## config.mk

```make
export PLATFORM = sky130hd
export DESIGN_NAME = dom_share_gen_d1
export DESIGN_NICKNAME = d
export VERILOG_FILES = /design/src/rtl/dom_share_gen_d1.sv
export SDC_FILE = /design/constraint.sdc
export NUM_CORES = 1
export LEC_CHECK = 0
export CAP_MARGIN = 25
export CORE_MARGIN = 4
export CORE_UTILIZATION = 46
export CTS_BUF_LIST = sky130_fd_sc_hd__clkbuf_8
export CTS_CLUSTER_SIZE = 20
export DETAILED_ROUTE_END_ITERATION = 8
export PLACE_DENSITY = 0.79
export SYNTH_ARGS = -nofsm -noshare
export SYNTH_HDL_FRONTEND = slang
export SYNTH_SLANG_ARGS = --single-unit
```

## constraint.sdc

```tcl
create_clock -name clk -period 1.75 [get_ports clk]
set_input_delay 0.2625 -clock clk [delete_from_list [all_inputs] [get_ports clk]]
set_output_delay 0.2625 -clock clk [all_outputs]
set_load 0.01 [all_outputs]
```

## src/rtl/dom_share_gen_d1.sv

```systemverilog
// dom_share_gen_d1: splits an unmasked operand pair (a, b) into first-order
// Boolean shares and supplies one fresh mask bit for a downstream DOM-indep
// AND gadget. Randomness comes from a 32-bit Galois LFSR that must be seeded
// before any pair is accepted. Output is a single registered stage with a
// valid/ready handshake on each side.
//
// Optional feature: define DOM_SHARE_USAGE_CNT_EN to add port_used, a
// saturating count of pairs accepted since the last seed load.
module dom_share_gen_d1 (
    input  logic        clk,
    input  logic        rst,
    input  logic [31:0] port_seed,
    input  logic        port_seed_valid,
    input  logic        port_in_a,
    input  logic        port_in_b,
    input  logic        port_in_valid,
    output logic        port_in_ready,
    output logic [1:0]  port_a,
    output logic [1:0]  port_b,
    output logic        port_r,
    output logic        port_out_valid,
    input  logic        port_out_ready,
    output logic        port_seeded
`ifdef DOM_SHARE_USAGE_CNT_EN
    ,
    output logic [15:0] port_used
`endif
);

    localparam logic [31:0] LfsrPoly = 32'h8020_0003;
    localparam logic [31:0] LfsrInit = 32'h0000_0001;

    typedef enum logic [0:0] {
        StUnseeded,
        StRun
    } state_e;

    state_e      state_q, state_d;
    logic [31:0] lfsr_q, lfsr_d;
    logic [31:0] lfsr_nxt;
    logic [1:0]  a_q, a_d;
    logic [1:0]  b_q, b_d;
    logic        r_q, r_d;
    logic        out_valid_q, out_valid_d;
    logic        in_ready;
    logic        accept;

    // Handshake: a seed load blocks acceptance so the load always wins.
    always_comb begin
        lfsr_nxt = {1'b0, lfsr_q[31:1]} ^ (lfsr_q[0] ? LfsrPoly : 32'h0);
        in_ready = (state_q == StRun) && !port_seed_valid &&
                   (!out_valid_q || port_out_ready);
        accept   = port_in_valid && in_ready;
    end

    // Next-state for FSM, LFSR and the output share register.
    always_comb begin
        state_d     = state_q;
        lfsr_d      = lfsr_q;
        a_d         = a_q;
        b_d         = b_q;
        r_d         = r_q;
        out_valid_d = out_valid_q;

        if (port_seed_valid) begin
            state_d = StRun;
            // An all-zero state would lock the LFSR up.
            lfsr_d  = (port_seed == 32'h0) ? LfsrInit : port_seed;
        end else if (accept) begin
            lfsr_d = lfsr_nxt;
        end

        // A reseed never touches a pending share set.
        if (accept) begin
            a_d         = {port_in_a ^ lfsr_nxt[0], lfsr_nxt[0]};
            b_d         = {port_in_b ^ lfsr_nxt[1], lfsr_nxt[1]};
            r_d         = lfsr_nxt[2];
            out_valid_d = 1'b1;
        end else if (out_valid_q && port_out_ready) begin
            out_valid_d = 1'b0;
        end
    end

    // State registers with synchronous reset; reset overrides a seed load.
    always_ff @(posedge clk) begin
        if (rst) begin
            state_q     <= StUnseeded;
            lfsr_q      <= LfsrInit;
            a_q         <= 2'b00;
            b_q         <= 2'b00;
            r_q         <= 1'b0;
            out_valid_q <= 1'b0;
        end else begin
            state_q     <= state_d;
            lfsr_q      <= lfsr_d;
            a_q         <= a_d;
            b_q         <= b_d;
            r_q         <= r_d;
            out_valid_q <= out_valid_d;
        end
    end

`ifdef DOM_SHARE_USAGE_CNT_EN
    logic [15:0] used_q, used_d;

    // Saturating count of accepted pairs since the last seed load.
    always_comb begin
        used_d = used_q;
        if (port_seed_valid) begin
            used_d = 16'h0000;
        end else if (accept && (used_q != 16'hFFFF)) begin
            used_d = used_q + 16'h0001;
        end
    end

    // Usage counter register.
    always_ff @(posedge clk) begin
        if (rst) begin
            used_q <= 16'h0000;
        end else begin
            used_q <= used_d;
        end
    end

    assign port_used = used_q;
`endif

    assign port_in_ready  = in_ready;
    assign port_a         = a_q;
    assign port_b         = b_q;
    assign port_r         = r_q;
    assign port_out_valid = out_valid_q;
    assign port_seeded    = (state_q == StRun);

endmodule

```

Word-level counts from Yosys, hierarchy flattened --
Index checks and enable logic that the tools add are counted.
Operators by class: multiplexer cells 6, bitwise logic cells 3, reductions and logical operators 10
Operator list (count):
- 32-bit 2-to-1 mux | 4
- 32-bit logical NOT | 1
- 31-bit by 32-bit bitwise XOR with 32-bit output | 1
- 1-bit logical AND | 4
- 2-bit nonzero test | 2
- 1-bit logical NOT | 2
- 1-bit 2-to-1 mux | 2
- 1-bit bitwise XOR | 2
- 1-bit logical OR | 1
Word-level totals: bits of input ports 39, word-level logic and storage cells 25, output and inout bits 8, flip-flop bits (word level) 39

Longest topological paths before layout --
depth in word-level cells 6, gate-level depth with buffers 7, gate-level depth less buffers 4

Least setup slack after synthesis --
Ideal clock, no wire load.
kind register to register, start reg out_valid_q, in the netlist port_out_valid, end reg lfsr_q[1], setup time 0.134 ns, setup slack 0.424 ns, arrival time 1.192 ns, clock period less this slack 1.326 ns, cell stages (with the launch flop) 7, required time 1.616 ns, cells stage by stage dfxtp_1 > nand2b_2 > and4_1 > buf_6 > buf_6 > o221ai_1 > a21oi_1
On the way: word-level cells in the longest chain between the ends 5
Ends and longest elaborated chain:
- start: declaration | line 44 | logic out_valid_q, out_valid_d;
- start signal: assignment | line 99 | out_valid_q <= out_valid_d;
- 1-bit logical NOT | line 52 | (!out_valid_q || port_out_ready);
- 1-bit logical OR | line 52
- 1-bit logical AND | line 51 | in_ready = (state_q == StRun) && !port_seed_valid &&
- 1-bit logical AND | line 53 | accept = port_in_valid && in_ready;
- 2-bit nonzero test (no line)
- end signal: assignment | line 88 | lfsr_q <= LfsrInit;
- end signal: assignment | line 95 | lfsr_q <= lfsr_d;
- end: declaration | line 39 | logic [31:0] lfsr_q, lfsr_d;
Every way passes these cells. A chain may end at the register's enable or synchronous reset.

Worst setup path in the final report --
start reg state_q, in the netlist port_seeded, end out port_seeded
RTL lines:
- start: declaration | line 38 | state_e state_q, state_d;
- start signal: assignment | line 87 | state_q <= StUnseeded;
- start signal: assignment | line 94 | state_q <= state_d;
- end: declaration | line 23 | output logic port_seeded
No word-level cell between the ends.

==> flow_summary_export.csv <==
group,metric,value,unit
routing,wl_per_cell,14.40,um
routing,ant_nets,0,
worst_setup_path,max_stage_delay,0.59,ns
clock_network,cts_tree,"yes",
flow_run,drv_cap,0,
routing,drt_iter0_drc,97,
pwr,power_switching_share,26.82,%
clock_network,clock-sinks,39,
grt,grt_overflow,0,
pwr,powerDensity,772.0,nW/um2
yosys,ys_types,25,
worst_setup_path,cp.required,1.49,ns
yosys,synth_top_flop_cell,"dfxtp_1",
routing,vias,1756,
pwr,ir_drop,0.4038,mV
pwr,comb_power_share,18.9,%
pwr,p_int,1.469,mW
die,die_x,73.56,um
die,io_pins,47,
place,dpl_cell_area,2506,um2
grt,first_global_vias,1669,
yosys,async_flop_share,0,%
grt,antenna_found_initial,0,
grt,track_usage,19.08,%
worst_setup_path,slowest_stage,"clkdlybuf4s50_1",
grt,grt_pass1_wl,7.948,mm
worst_setup_path,cp_data_arrival_time,1.34,ns
yosys,synthCells,223,
timing,layout_min_cycle_time,1.605,ns
clock_network,cts-htree-levels,2,
place,gp_congestion,0.7745,
routing,first_pass_iters,4,
run_status,status,"completed",
cells_and_area,fin_area,2600,um2
die,fp.dieH,73.56,um
clock_network,cts_setup_buffers,0,
timing,holdWs,0.3745,ns
yosys,yosysWarningCount,0,
yosys,seq_area_frac_synth,39.49,%
die,start_util,48.38,%
grt,grt_max_degree,36,
worst_setup_path,end_kind,"primary output",
place,io_buffers,46,
timing,clock-skew-final,0.009209,ns
timing,fmax,0.6231,GHz
yosys,synth-edff-count,0,
clock_network,cts_max_path_buffers,2,
pwr,switching_power,538.3,uW
clock_network,clk_latency,0.29,ns
hold_path,hold_path_class,"input port to register",
worst_setup_path,critical_path_buf_inv_count,1,
pwr,leakagePower,1.025,nW
pwr,pwr-share-clk,31.7,%
worst_setup_path,crit_fanout,6,
worst_setup_path,critPathTopFamily,"buffers and inverters",
timing,maxSlewViolCount,0,
timing,fin_crit_sh,91.70,%
routing,vias_per_cell,5.437,
clock_network,cts_buffers,5,
timing,tightest_slew,0.4934,ns
yosys,yosys_register_bits,39,
place,dp_hpwl,3.394,mm
cells_and_area,nets,311,
die,dieArea,5410,um2
yosys,synth_nets,262,
yosys,syn_area,1977,um2
worst_setup_path,path_cells,"clkdlybuf4s50_1",
timing,timing.slew.headroom,67.11,%
routing,drt_wl_total,4.650,mm
clock_network,clk_pin_slew,0.08,ns
cells_and_area,fillers,366,
clock_network,root_buffer,"clkbuf_8",
yosys,avgSynthCellArea,8.865,um2
worst_setup_path,startpoint_type,"register",
timing,setup-violations-final,0,
die,rows,23,
timing,rsz0062_at_grt,"false",
die,core,4086,um2
routing,drc,0,
pwr,seqPwrFrac,49.4,%
cells_and_area,drive_gt1_share,18.68,%
worst_setup_path,critical_path_class,"register to primary output",
timing,hold_violations,0,
cells_and_area,syn2layout_area_growth,31.52,%
cells_and_area,antenna_cells,0,
state kept, by name, summed over array words and instances (netlist names):
| register | count |
|---|---|
| lfsr_q | 32 |
| port_b | 2 |
| port_seeded | 1 |
| port_a | 2 |
| port_out_valid | 1 |
| port_r | 1 |
cells by family after synthesis:
kind of cell	count (synthesis)	share of synthesized area [%]
xor+xnor	6	2.658
compound gates	41	23.99
simple gates	90	21.77
flops	39	39.49
buf+inv	47	12.09
final timing paths:
path	start	end	slack, ns	cells after the start
worst max-delay path	port_seeded	port_seeded	0.15	1
worst min-delay path	port_seed_valid	lfsr_q[2]	0.37	3
worst max register to register	port_seeded	lfsr_q[14]	0.31	4
worst min register to register	port_a[1]	port_a[1]	0.46	2
cells in the final DEF, fill, tap and decap left out, drive strengths merged, types with 2 or more instances in the layout:
master	synthesis	final
a2111oi	28	28
a211oi	2	2
a21oi	6	6
buf	11	17
clkbuf	8	6
clkdlybuf4s50	0	43
clkinv	1	2
dfxtp	39	39
inv	27	28
nand2	12	12
nand4	4	4
nor2	36	36
nor3	28	28
nor4	8	8
o221ai	2	2
xnor2	6	6
cell type report:
| cell class | count | area, um2 | area share, % |
|---|---|---|---|
| multi-input cells | 137 | 957.2 | 36.81 |
| inverters | 28 | 117.6 | 4.524 |
| repair buffers | 61 | 586.8 | 22.57 |
| clock inverters | 2 | 12.51 | 0.4812 |
| clock buffers | 6 | 82.58 | 3.176 |
| flip-flops and latches | 39 | 780.7 | 30.03 |
| well taps | 50 | 62.56 | 2.406 |
stage by stage:
stage / total power, mW / worst slack (ns) / TNS [ns] / std cells / utilization, %
4_1_cts: 2.021 / 0.1326 / 0 / 323 / 63.63
3_3_place_gp: 1.383 / -0.09785 / -0.09785 / 315 / 61.33
6_report: 2.007 / 0.1452 / 0 / 323 / 63.63
5_1_grt: 2.122 / 0.04773 / 0 / 323 / 63.63
3_5_place_dp: 1.392 / -0.1161 / -0.4156 / 315 / 61.33
2_1_floorplan: 1.228 / 0.4244 / 0 / 223 / -
cells in the mapped netlist (2+ instances only):
library cell  count  area [um2]
buf_6             6       67.56
dfxtp_1          39       780.8
o221ai_1          2       17.52
clkbuf_1          8       30.03
a211oi_1          2       15.01
nand4_1           3       18.77
nor4_1            8       50.05
buf_2             4       20.02
a21oi_1           6       30.03
xnor2_1           6       52.55
a2111oi_0         6       52.55
nor2_1           36       135.1
a2111oi_2        22       330.3
inv_1            27       101.4
nor3_1           28       140.1
nand2_1          11       41.29
what timing repair did:
item                                    in CTS  in global routing
endpoints found under the setup margin       1                  0
gates resized for setup                      1                  0
hold buffers                                 0                  0
power by group through the flow:
| stage | logic, mW | registers, mW | clock network (mW) |
|---|---|---|---|
| 2_1_floorplan | 0.226 | 1.00 | 0 |
| 3_3_place_gp | 0.372 | 1.01 | 0 |
| 3_5_place_dp | 0.381 | 1.01 | 0 |
| 4_1_cts | 0.382 | 0.992 | 0.647 |
| 5_1_grt | 0.415 | 1.00 | 0.705 |
| 6_report | 0.379 | 0.992 | 0.636 |
metal layers:
metal | global-route usage (%) | part of all wire (%) | up-vias
met4 | 4.829 | 0.22 | 0
li1 | - | - | 897
met2 | 29.63 | 51 | 42
met1 | 25.40 | 43 | 815
met3 | 6.430 | 6.0 | 2
met5 | 0 | 0 | -
Note: power is estimated with default switching activity, not from simulation.
